--- config.mk ---
export PLATFORM = sky130hd
export DESIGN_NAME = mem_port_arbiter
export DESIGN_NICKNAME = d
export VERILOG_FILES = /design/src/rtl/mem_port_arbiter_pkg.sv /design/src/rtl/mem_timeout_timer.sv /design/src/rtl/mem_port_arbiter.sv
export SDC_FILE = /design/constraint.sdc
export NUM_CORES = 1
export LEC_CHECK = 0
export CAP_MARGIN = 5
export CORE_ASPECT_RATIO = 1.2
export CORE_UTILIZATION = 40
export DETAILED_ROUTE_END_ITERATION = 10
export PLACE_DENSITY = 0.88
export SYNTH_ARGS = -nofsm -noshare
export SYNTH_HDL_FRONTEND = slang
export SYNTH_SLANG_ARGS = --single-unit
export TNS_END_PERCENT = 20
--- constraint.sdc ---
create_clock -name clk -period 14.17 [get_ports clk]
set_clock_uncertainty 0.2 [all_clocks]
set_input_delay 2.834 -clock clk [delete_from_list [all_inputs] [get_ports clk]]
set_output_delay 2.834 -clock clk [all_outputs]
set_load 0.01 [all_outputs]
--- src/rtl/mem_port_arbiter_pkg.sv ---
// Shared types for the instruction/data memory port arbiter.
package mem_port_arbiter_pkg;

    typedef enum logic [1:0] {
        ARB_IDLE   = 2'd0,
        ARB_BUSY_I = 2'd1,
        ARB_BUSY_D = 2'd2
    } arbState_e;

    typedef enum logic {
        OWNER_I = 1'b0,
        OWNER_D = 1'b1
    } arbOwner_e;

    function automatic int unsigned timer_width(input int unsigned limit);
        return (limit < 2) ? 1 : unsigned'($clog2(limit + 1));
    endfunction

endpackage

--- src/rtl/mem_timeout_timer.sv ---
// Saturating wait-state counter; expired_o flags the cycle whose increment reaches LIMIT.
module mem_timeout_timer
    import mem_port_arbiter_pkg::*;
#(
    parameter int unsigned LIMIT = 255
) (
    input  logic clk,
    input  logic reset,
    input  logic clr_i,
    input  logic en_i,
    output logic expired_o
);

    localparam int unsigned   CW   = timer_width(LIMIT);
    localparam logic [CW-1:0] MAX  = CW'(LIMIT);
    localparam logic [CW-1:0] LAST = CW'(LIMIT - 1);

    logic [CW-1:0] count_q, count_d;

    always_comb begin
        count_d = count_q;
        if (clr_i) begin
            count_d = '0;
        end else if (en_i && (count_q != MAX)) begin
            count_d = count_q + CW'(1);
        end
    end

    // Flag one cycle early so completion lands after exactly LIMIT stalled cycles.
    assign expired_o = en_i && (count_q >= LAST);

    always_ff @(posedge clk or posedge reset) begin
        if (reset) begin
            count_q <= '0;
        end else begin
            count_q <= count_d;
        end
    end

endmodule

--- src/rtl/mem_port_arbiter.sv ---
// Arbitrates one memory bus between fetch (I) and load/store (D) requesters.
// Optional round-robin tie breaking is enabled by defining ARB_ROUND_ROBIN_EN.
module mem_port_arbiter
    import mem_port_arbiter_pkg::*;
#(
    parameter int unsigned ADDR_WIDTH     = 32,
    parameter int unsigned DATA_WIDTH     = 32,
    parameter int unsigned TIMEOUT_CYCLES = 255
) (
    input  logic                    clk,
    input  logic                    reset,
    input  logic                    instr_req_i,
    input  logic [ADDR_WIDTH-1:0]   instr_addr_i,
    output logic                    instr_gnt_o,
    output logic                    instr_rvalid_o,
    output logic [DATA_WIDTH-1:0]   instr_rdata_o,
    output logic                    instr_err_o,
    input  logic                    data_req_i,
    input  logic [DATA_WIDTH/8-1:0] data_we_i,
    input  logic [ADDR_WIDTH-1:0]   data_addr_i,
    input  logic [DATA_WIDTH-1:0]   data_wdata_i,
    output logic                    data_gnt_o,
    output logic                    data_rvalid_o,
    output logic [DATA_WIDTH-1:0]   data_rdata_o,
    output logic                    data_err_o,
    output logic                    mem_req_o,
    output logic [DATA_WIDTH/8-1:0] mem_we_o,
    output logic [ADDR_WIDTH-1:0]   mem_addr_o,
    output logic [DATA_WIDTH-1:0]   mem_wdata_o,
    input  logic                    mem_ready_i,
    input  logic [DATA_WIDTH-1:0]   mem_rdata_i
);

    localparam int unsigned BW = DATA_WIDTH / 8;

    arbState_e             state_q, state_d;
    logic                  mem_req_q, mem_req_d;
    logic [BW-1:0]         mem_we_q, mem_we_d;
    logic [ADDR_WIDTH-1:0] mem_addr_q, mem_addr_d;
    logic [DATA_WIDTH-1:0] mem_wdata_q, mem_wdata_d;
    logic                  i_rvalid_q, i_rvalid_d, i_err_q, i_err_d;
    logic [DATA_WIDTH-1:0] i_rdata_q, i_rdata_d;
    logic                  d_rvalid_q, d_rvalid_d, d_err_q, d_err_d;
    logic [DATA_WIDTH-1:0] d_rdata_q, d_rdata_d;

    logic idle;
    logic pick_d;
    logic timer_expired;
    logic done;

    assign idle = (state_q == ARB_IDLE);

`ifdef ARB_ROUND_ROBIN_EN
    arbOwner_e last_owner_q, last_owner_d;

    assign pick_d = data_req_i && (!instr_req_i || (last_owner_q == OWNER_I));

    always_comb begin
        last_owner_d = last_owner_q;
        if (data_gnt_o) begin
            last_owner_d = OWNER_D;
        end else if (instr_gnt_o) begin
            last_owner_d = OWNER_I;
        end
    end

    always_ff @(posedge clk or posedge reset) begin
        if (reset) begin
            last_owner_q <= OWNER_I;
        end else begin
            last_owner_q <= last_owner_d;
        end
    end
`else
    assign pick_d = data_req_i;
`endif

    // Grant depends only on registered state and requests, never on mem_ready_i.
    assign data_gnt_o  = idle && pick_d && !reset;
    assign instr_gnt_o = idle && instr_req_i && !pick_d && !reset;

    generate
        if (TIMEOUT_CYCLES > 0) begin : g_timer
            mem_timeout_timer #(
                .LIMIT(TIMEOUT_CYCLES)
            ) u_timer (
                .clk      (clk),
                .reset    (reset),
                .clr_i    (idle || mem_ready_i),
                .en_i     (!idle && !mem_ready_i),
                .expired_o(timer_expired)
            );
        end else begin : g_no_timer
            assign timer_expired = 1'b0;
        end
    endgenerate

    assign done = mem_ready_i || timer_expired;

    always_comb begin
        state_d     = state_q;
        mem_req_d   = mem_req_q;
        mem_we_d    = mem_we_q;
        mem_addr_d  = mem_addr_q;
        mem_wdata_d = mem_wdata_q;
        i_rvalid_d  = 1'b0;
        i_err_d     = 1'b0;
        i_rdata_d   = '0;
        d_rvalid_d  = 1'b0;
        d_err_d     = 1'b0;
        d_rdata_d   = '0;

        unique case (state_q)
            ARB_IDLE: begin
                if (data_gnt_o) begin
                    state_d     = ARB_BUSY_D;
                    mem_req_d   = 1'b1;
                    mem_we_d    = data_we_i;
                    mem_addr_d  = data_addr_i;
                    mem_wdata_d = data_wdata_i;
                end else if (instr_gnt_o) begin
                    state_d     = ARB_BUSY_I;
                    mem_req_d   = 1'b1;
                    mem_we_d    = '0;
                    mem_addr_d  = instr_addr_i;
                    mem_wdata_d = '0;
                end
            end
            ARB_BUSY_I: begin
                if (done) begin
                    state_d    = ARB_IDLE;
                    mem_req_d  = 1'b0;
                    i_rvalid_d = 1'b1;
                    i_err_d    = !mem_ready_i;
                    i_rdata_d  = mem_ready_i ? mem_rdata_i : '0;
                end
            end
            ARB_BUSY_D: begin
                if (done) begin
                    state_d    = ARB_IDLE;
                    mem_req_d  = 1'b0;
                    d_rvalid_d = 1'b1;
                    d_err_d    = !mem_ready_i;
                    d_rdata_d  = (mem_ready_i && (mem_we_q == '0)) ? mem_rdata_i : '0;
                end
            end
            default: begin
                state_d   = ARB_IDLE;
                mem_req_d = 1'b0;
            end
        endcase
    end

    always_ff @(posedge clk or posedge reset) begin
        if (reset) begin
            state_q     <= ARB_IDLE;
            mem_req_q   <= 1'b0;
            mem_we_q    <= '0;
            mem_addr_q  <= '0;
            mem_wdata_q <= '0;
            i_rvalid_q  <= 1'b0;
            i_err_q     <= 1'b0;
            i_rdata_q   <= '0;
            d_rvalid_q  <= 1'b0;
            d_err_q     <= 1'b0;
            d_rdata_q   <= '0;
        end else begin
            state_q     <= state_d;
            mem_req_q   <= mem_req_d;
            mem_we_q    <= mem_we_d;
            mem_addr_q  <= mem_addr_d;
            mem_wdata_q <= mem_wdata_d;
            i_rvalid_q  <= i_rvalid_d;
            i_err_q     <= i_err_d;
            i_rdata_q   <= i_rdata_d;
            d_rvalid_q  <= d_rvalid_d;
            d_err_q     <= d_err_d;
            d_rdata_q   <= d_rdata_d;
        end
    end

    assign mem_req_o      = mem_req_q;
    assign mem_we_o       = mem_we_q;
    assign mem_addr_o     = mem_addr_q;
    assign mem_wdata_o    = mem_wdata_q;
    assign instr_rvalid_o = i_rvalid_q;
    assign instr_err_o    = i_err_q;
    assign instr_rdata_o  = i_rdata_q;
    assign data_rvalid_o  = d_rvalid_q;
    assign data_err_o     = d_err_q;
    assign data_rdata_o   = d_rdata_q;

endmodule

### Yosys cells after proc, flatten, opt, wreduce, memory -nomap -nowiden

Index checks and enable logic that the tools add are counted.

* div/mod/pow operators: 0
* equal/unequal tests: 5
* mux-type cells: 28
* shift-type cells: 0
* $lt $le $gt $ge: 1
* bitwise gates (word level): 0
* reduce and logical (&&, ||, !) cells: 22
* multipliers: 0
* add/sub/neg operators: 1

Operator list (count)
* two-way mux 32 bit: 10
* two-way mux 8 bit: 2
* logical AND 1 bit: 9
* two-way mux 1 bit: 9
* adder 8 x 1 -> 8 bit (second input constant): 1
* greater-or-equal comparator 8 bit (second input constant): 1
* two-way mux 4 bit: 2
* != test 8 bit (second input constant): 1
* two-way mux 2 bit: 3
* zero test 1 bit: 4
* zero test 4 bit: 1
* case mux 2 bit (2 select lines): 1
* AND reduction 2 bit: 2
* nonzero test 2 bit: 2
* != test 3 bit (second input constant): 1
* == test 2 x 1 -> 1 bit (second input constant): 1
* == test 2 bit (second input constant): 1
* zero test 2 bit: 1
* logical OR 1 bit: 2
* != test 2 x 1 -> 1 bit (second input constant): 1
* case mux 1 bit (2 select lines): 1
* OR reduction 2 bit: 1

* word-level logic and storage cells: 69
* bits in latches: 0
* memories kept: 0
* output and inout port bits: 139
* input port bits: 137
* bits in read-only memories: 0
* RAM bits: 0
* bits in registers: 147

### Logic depth before layout (Yosys ltp)

Gate-level depths: netlist of run 1.

* depth in word-level cells: 7
* depth in mapped cells: 8

### By module

A second synthesis of run 1 with hierarchy kept.

* cells, all modules: 463
* area total of the unflattened synthesis: 5830.6 µm²

Modules (own cells, without submodules)
* mem_port_arbiter: area an instance 5361.4 µm², cells each 413, times used 1
* mem_timeout_timer: area an instance 469.2 µm², cells each 50, times used 1

### Worst setup path before layout of run 1

OpenSTA, ideal clock, no wires.

* kind: input to output
* from: input port reset
* to: output port instr_gnt_o
* path buffers: 1
* path slack: 7.682 ns
* arrival: 3.454 ns
* required time: 11.136 ns
* cell stages on the path: 4
* cell sequence: nor2b_1 -> o21ai_0 -> buf_2 -> nor2_1

* longest elaborated chain between the ends: 2

RTL lines
* start: declaration: line mem_port_arbiter.sv:11 `input logic reset,`
* zero test 1 bit (no source line)
* logical AND 1 bit: line mem_port_arbiter.sv:80 `assign instr_gnt_o = idle && instr_req_i && !pick_d && !reset;`
* end: declaration: line mem_port_arbiter.sv:14 `output logic instr_gnt_o,`

No other way between the ends.

### Worst setup path in the final report of run 1

Same ends and word-level chain as after synthesis.

==> flow_summary.toml, run 1 <==
[route]
drt_iter0_drc = 132
ant_nets = 0
drc = 0
vias = 4545
wl_per_cell_um = 18.0
drt-vias-per-instance = 5.14
first_pass_iters = 4
totalWireLength_mm = 15.9

[power_and_ir_drop]
p_sw_uw = 481
seqPwrFrac_pct = 37.5
power.internal_mw = 1.10
p_leak_nw = 4.11
peakVddDrop_mv = 0.109
p_per_area_mw_per_mm2 = 174
swShare_pct = 30.4
comb_power_share_pct = 32.7
p_clk_share_pct = 29.8

[grt]
grt_pass1_vias = 4728
overflow = 0
grt_first_pass_wirelength_mm = 24.6
grt_max_degree = 103
grtUsageTotal_pct = 22.9
antenna_found_initial = 0

[clock_tree]
cts_buffers = 17
cts_setup_buffers = 0
cts_tree = "yes"
h-tree-depth = 4
clock_latency_ps = 420
clk_pin_slew_ps = 60
clockBufferDepth = 2
cts.sink_count = 147
ctsHoldBuffers = 0
root_buffer = "clkbuf_16"
cts_resized = 0

[floorplan]
design.core.area_sq_mm = 0.0134
rows = 46
initial_core_util_pct = 41.6
die_area_sq_mm = 0.0144
num_io_pins = 276
die_h_um = 131
die_w_um = 110

[finish]
final_area_sq_mm = 0.00907
diodes = 0
drive_gt1_share_pct = 6.00
area_growth_pct = 62.6
fin_nets = 847

[setup_path]
r2r.worst_path.cells = 6
crit_type = "in -> out"
reg2reg_slack_ps = 11370
worstPathArrival_ps = 5200
r2r_start = "state_q[0]$_DFFE_PP0P_"
cp_slowest_cell = "and2_4"
critPathMaxFanout = 71
r2r-end = "mem_addr_o[12]$_DFFE_PP0P_"
end_kind = "output pin"
worstPathRequired_ps = 11140
startpoint_type = "primary input"
crit_buf_inv = 2
cp-endpoint = "instr_gnt_o"
cp-startpoint = "reset"
crit_top_cell = "clkdlybuf4s50_1"
timing.critical_path.cells = "clkdlybuf4s50_1 -> nor2b_1 -> and2_4 -> nor2_1 -> clkdlybuf4s50_1"
cp_slowest_stage_delay_ps = 820
crit_family = "simple AND/OR/NAND/NOR gates"
cp_num_cells = 5

[yosys]
ys_ff_latch = 147
synth_edf_count = 0
seq_area_frac_synth_pct = 66.0
syn_area_sq_mm = 0.00558
async_flop_share_pct = 100
syn-num-nets = 579
ys_types = 37
synth.avg_cell_area_sq_um = 12.8
netlist_instances = 437
ys_dominant_reg_cell = "dfrtp_1"
ys_warn_count = 0

[placement]
port-buffer-count = 275
dp_slack_ps = 5950
dp_hpwl_mm = 11.1
placed_area_sq_mm = 0.00845
place_congestion = 0.860

[timing]
fin_ws_ps = 5930
hold_violations = 0
max_freq_mhz = 121
tightestPinTransition_ps = 982
fin_setup_tns_ps = 0
finalCriticalPeriod_ps = 8240
min_period_over_period_pct = 58.1
setup_viol = 0
slew_headroom_pct = 34.6
final-max-slew-violation-count = 0
rsz0062_at_grt = "no"

[worst_hold_path]
holdPathStages = 2
hold_path_class = "reg -> reg"

[status]
outcome = "finished, final reports clean"

[job]
maxCapViolCount = 0
[cell families after synthesis]
logic type / synth area share (%)
simple gates: 13.2
buf+inv: 2.72
fa+ha+maj: 1.12
flops: 66.0
xor+xnor: 0.314
mux: 5.75
compound gates: 11.0
[cell usage in the layout, fill, tap and decap left out, types with 2 or more instances in the layout]
master,instances
nor2_1,5
nor2b_1,2
inv_8,3
clkinvlp_4,3
clkdlybuf4s50_1,275
clkbuf_16,17
dfrtp_1,147
mux2i_1,32
a22o_1,39
inv_1,5
xnor2_1,2
ha_1,5
inv_6,6
nor3_1,4
and2b_2,2
bufinv_16,3
nand2_1,39
buf_4,3
and2_1,34
o21ai_0,34
a21oi_1,4
and3_1,33
[tightest hold or removal path, stage by stage, from the launching register on]
cell and delay [ps]:
dfrtp_1 340, nand2_1 50, o21ai_0 60
[state kept, by name, summed over array words and instances (netlist names)]
signal	cells
instr_rdata_o	32
g_timer.u_timer.count_q	8
instr_rvalid_o	1
mem_we_o	4
instr_err_o	1
mem_req_o	1
data_rvalid_o	1
mem_wdata_o	32
data_err_o	1
state_q	2
mem_addr_o	32
data_rdata_o	32
[power groups by stage]
stage | Clock [mW] | Combinational (mW) | Sequential, mW
3_5_place_dp | 0 | 0.516 | 0.596
3_3_place_gp | 0 | 0.502 | 0.589
2_1_floorplan | 0 | 0.162 | 0.638
4_1_cts | 0.479 | 0.522 | 0.592
5_1_grt | 0.500 | 0.552 | 0.604
6_report | 0.471 | 0.516 | 0.592
[cell type report]
| type | count | area (sq um) |
|---|---|---|
| Multi-Input combinational cell | 255 | 1760 |
| Timing Repair Buffer | 278 | 2780 |
| Tap cell | 168 | 210 |
| Clock buffer | 17 | 425 |
| Clock inverter | 14 | 190 |
| Inverter | 6 | 27.5 |
| Sequential cell | 147 | 3680 |
| Fill cell | 946 | 4340 |
[metrics by stage]
stage               utilization [%]  cells  hold slack [ps]  total power [mW]
floorplan                         -    437              289             0.800
global placement               63.0    854              261              1.09
detailed placement             63.0    854              270              1.11
CTS                            67.6    885              285              1.59
global route                   67.6    885              302              1.66
finish                         67.6    885              281              1.58
[layer usage]
metal	share of wire, %	track usage, %
met5	0	0
met2	50	39.1
met1	38	25.6
met3	8.7	7.24
met4	3.2	10.7
[how the worst min path moves through the flow]
stage,start,end,slack (ps)
2_1_floorplan,g_timer.u_timer.count_q[2]$_DFFE_PP0P_,g_timer.u_timer.count_q[2]$_DFFE_PP0P_,290
3_5_place_dp,mem_addr_o[16]$_DFFE_PP0P_,mem_addr_o[16]$_DFFE_PP0P_,270
6_report,mem_addr_o[5]$_DFFE_PP0P_,mem_addr_o[5]$_DFFE_PP0P_,280
3_3_place_gp,mem_addr_o[31]$_DFFE_PP0P_,mem_addr_o[31]$_DFFE_PP0P_,260
4_1_cts,mem_addr_o[16]$_DFFE_PP0P_,mem_addr_o[16]$_DFFE_PP0P_,290
5_1_grt,mem_addr_o[16]$_DFFE_PP0P_,mem_addr_o[16]$_DFFE_PP0P_,300
[cells in the mapped netlist, types with 2 or more instances]
library cell	number	area (sq um)
buf_2	7	35.0
clkbuf_1	18	67.6
o21ai_0	35	175
and2_1	35	219
dfrtp_1	147	3680
a21oi_1	4	20.0
inv_1	6	22.5
nor2b_1	2	12.5
xnor2_1	2	17.5
and3_1	33	206
nand2_1	39	146
nor2_1	5	18.8
buf_4	3	22.5
ha_1	5	62.6
a22o_1	39	342
mux2i_1	32	320
and2b_2	2	17.5
nor3_1	4	20.0
Note: power is estimated with default switching activity, not from simulation.
==> run 2, diff against run 1 <==
--- a/config.mk
+++ b/config.mk
@@ -7,9 +7,9 @@
 export LEC_CHECK = 0
 export CAP_MARGIN = 5
 export CORE_ASPECT_RATIO = 1.2
-export CORE_UTILIZATION = 40
+export CORE_UTILIZATION = 36
 export DETAILED_ROUTE_END_ITERATION = 10
-export PLACE_DENSITY = 0.88
+export PLACE_DENSITY = 0.84
 export SYNTH_ARGS = -nofsm -noshare
 export SYNTH_HDL_FRONTEND = slang
 export SYNTH_SLANG_ARGS = --single-unit
==> constraint.sdc (replaced) <==
create_clock -name clk -period 6.9 [get_ports clk]
set_clock_uncertainty 0.2 [all_clocks]
set_input_delay 1.38 -clock clk [delete_from_list [all_inputs] [get_ports clk]]
set_output_delay 1.38 -clock clk [all_outputs]
set_load 0.01 [all_outputs]
==> run 2 against run 1 <==
  * Worst hold slack got worse by 5.8 ps
  * Count of clock-buffer cells in the layout rose by 1
  * Setup slack worse by 3800 ps
  * Critical path depth unchanged
  * Sequential share of layout area is essentially flat
  * Flip-flop and latch count stayed put
  * Non-clock buffer count up 1
  * Design area grew 0.11%
  * Sequential power rose by 100%
  * Clock power up 90%
  * Final cell count rose by 4.3%
  * Global-route usage down 3.6 points
==> flow_summary.toml, run 2 (synthesis gave the netlist of run 1 again) <==
[grt]
overflow = 0
grt_max_degree = 103
grtUsageTotal_pct = 19.4
grt_first_pass_wirelength_mm = 23.7
antenna_found_initial = 0
grt_pass1_vias = 4663

[floorplan]
die_area_sq_mm = 0.0160
die_h_um = 138
num_io_pins = 276
die_w_um = 116
design.core.area_sq_mm = 0.0151
rows = 49
initial_core_util_pct = 37.0

[route]
first_pass_iters = 4
wl_per_cell_um = 16.2
vias = 4447
ant_nets = 0
drt-vias-per-instance = 4.82
drt_iter0_drc = 236
drc = 0
totalWireLength_mm = 15.0

[worst_hold_path]
hold_path_class = "reg -> reg"
holdPathStages = 2

[placement]
place_congestion = 0.795
placed_area_sq_mm = 0.00850
dp_hpwl_mm = 10.8
port-buffer-count = 275
dp_slack_ps = 2160

[status]
outcome = "finished, final reports clean"

[clock_tree]
clk_pin_slew_ps = 60
cts.sink_count = 147
cts_resized = 0
clockBufferDepth = 2
h-tree-depth = 4
root_buffer = "clkbuf_16"
ctsHoldBuffers = 0
cts_setup_buffers = 0
cts_buffers = 17
clock_latency_ps = 410
cts_tree = "yes"

[timing]
final-max-slew-violation-count = 0
max_freq_mhz = 211
finalCriticalPeriod_ps = 4740
fin_ws_ps = 2160
tightestPinTransition_ps = 1020
fin_setup_tns_ps = 0
min_period_over_period_pct = 68.7
rsz0062_at_grt = "no"
setup_viol = 0
slew_headroom_pct = 32.0
hold_violations = 0

[setup_path]
r2r.worst_path.cells = 7
crit_type = "in -> out"
critPathMaxFanout = 17
crit_top_cell = "clkdlybuf4s50_1"
worstPathArrival_ps = 3160
timing.critical_path.cells = "clkdlybuf4s50_1 -> nor2b_1 -> and2_4 -> nor2_1 -> clkdlybuf4s50_1"
cp_slowest_cell = "clkdlybuf4s50_1"
cp_slowest_stage_delay_ps = 500
end_kind = "output pin"
worstPathRequired_ps = 5320
startpoint_type = "primary input"
reg2reg_slack_ps = 4030

[power_and_ir_drop]
power.internal_mw = 2.18
seqPwrFrac_pct = 38.3
swShare_pct = 30.8
peakVddDrop_mv = 0.279
p_leak_nw = 4.10
p_sw_uw = 970
comb_power_share_pct = 33.3
p_per_area_mw_per_mm2 = 348
p_clk_share_pct = 28.4
finalPower_mw = 3.15

[finish]
final_cell_mix = "clkdlybuf4s50_1 (275), dfrtp_1 (147), a22o_1 (39), nand2_1 (39)"
area_growth_pct = 62.8
drive_gt1_share_pct = 6.12
multi_input_area_sq_mm = 0.00176
fin_nets = 848
n_fill_cell = 1197
final_area_sq_mm = 0.00908
seq_area_sq_mm = 0.00368
final_common_cell = "clkdlybuf4s50_1"
utilization_pct = 60.2
diodes = 0

[job]
maxCapViolCount = 0
[run 2: cell types whose count changed in the layout (fill, tap and decap cells not counted)]
| cell | before | now |
|---|---|---|
| clkinv_2 | 0 | 1 |
| clkinv_4 | 0 | 1 |
| bufinv_16 | 3 | 1 |
| clkbuf_1 | 0 | 1 |
| buf_4 | 3 | 4 |
[run 2: layer usage]
layer	global-route usage, %	part of all wire, %	up-vias
met1	22.3	39	2138
met3	7.28	9.2	22
met2	32.6	49	223
li1	-	-	2064
met4	6.63	2.1	0
met5	0	0	-
[run 2: cell type report]
class                   count  area share (%)
flip-flops and latches    147            40.5
inverters                   6           0.303
clock inverters            14            1.59
clock buffers              18            4.73
repair buffers            279            30.7
multi-input cells         255            19.4
well taps                 204            2.81
[run 2: through the flow]
stage,std cells,hold WS (ps)
finish,923,275
global route,923,298
CTS,923,283
detailed placement,891,269
global placement,891,261
floorplan,437,289
[run 2: final timing paths]
check / endpoint / startpoint
min in group asynchronous: mem_addr_o[24]$_DFFE_PP0P_ / reset
worst max register to register: mem_addr_o[4]$_DFFE_PP0P_ / state_q[1]$_DFFE_PP0P_
worst min register to register: mem_addr_o[16]$_DFFE_PP0P_ / mem_addr_o[16]$_DFFE_PP0P_
max in group asynchronous: g_timer.u_timer.count_q[4]$_DFFE_PP0P_ / reset
worst max-delay path: instr_gnt_o / reset
worst min-delay path: mem_addr_o[16]$_DFFE_PP0P_ / mem_addr_o[16]$_DFFE_PP0P_
[run 2: power by group through the flow]
stage	combinational, mW	clock [mW]	sequential [mW]
2_1_floorplan	0.332	0	1.31
4_1_cts	1.06	0.912	1.21
3_3_place_gp	1.03	0	1.21
5_1_grt	1.13	0.956	1.23
3_5_place_dp	1.05	0	1.22
6_report	1.05	0.896	1.21
[run 2: critical path, delay by kind of cell]
family | cells | cell delay, ps
buf+inv | 2 | 990
simple gates | 3 | 780
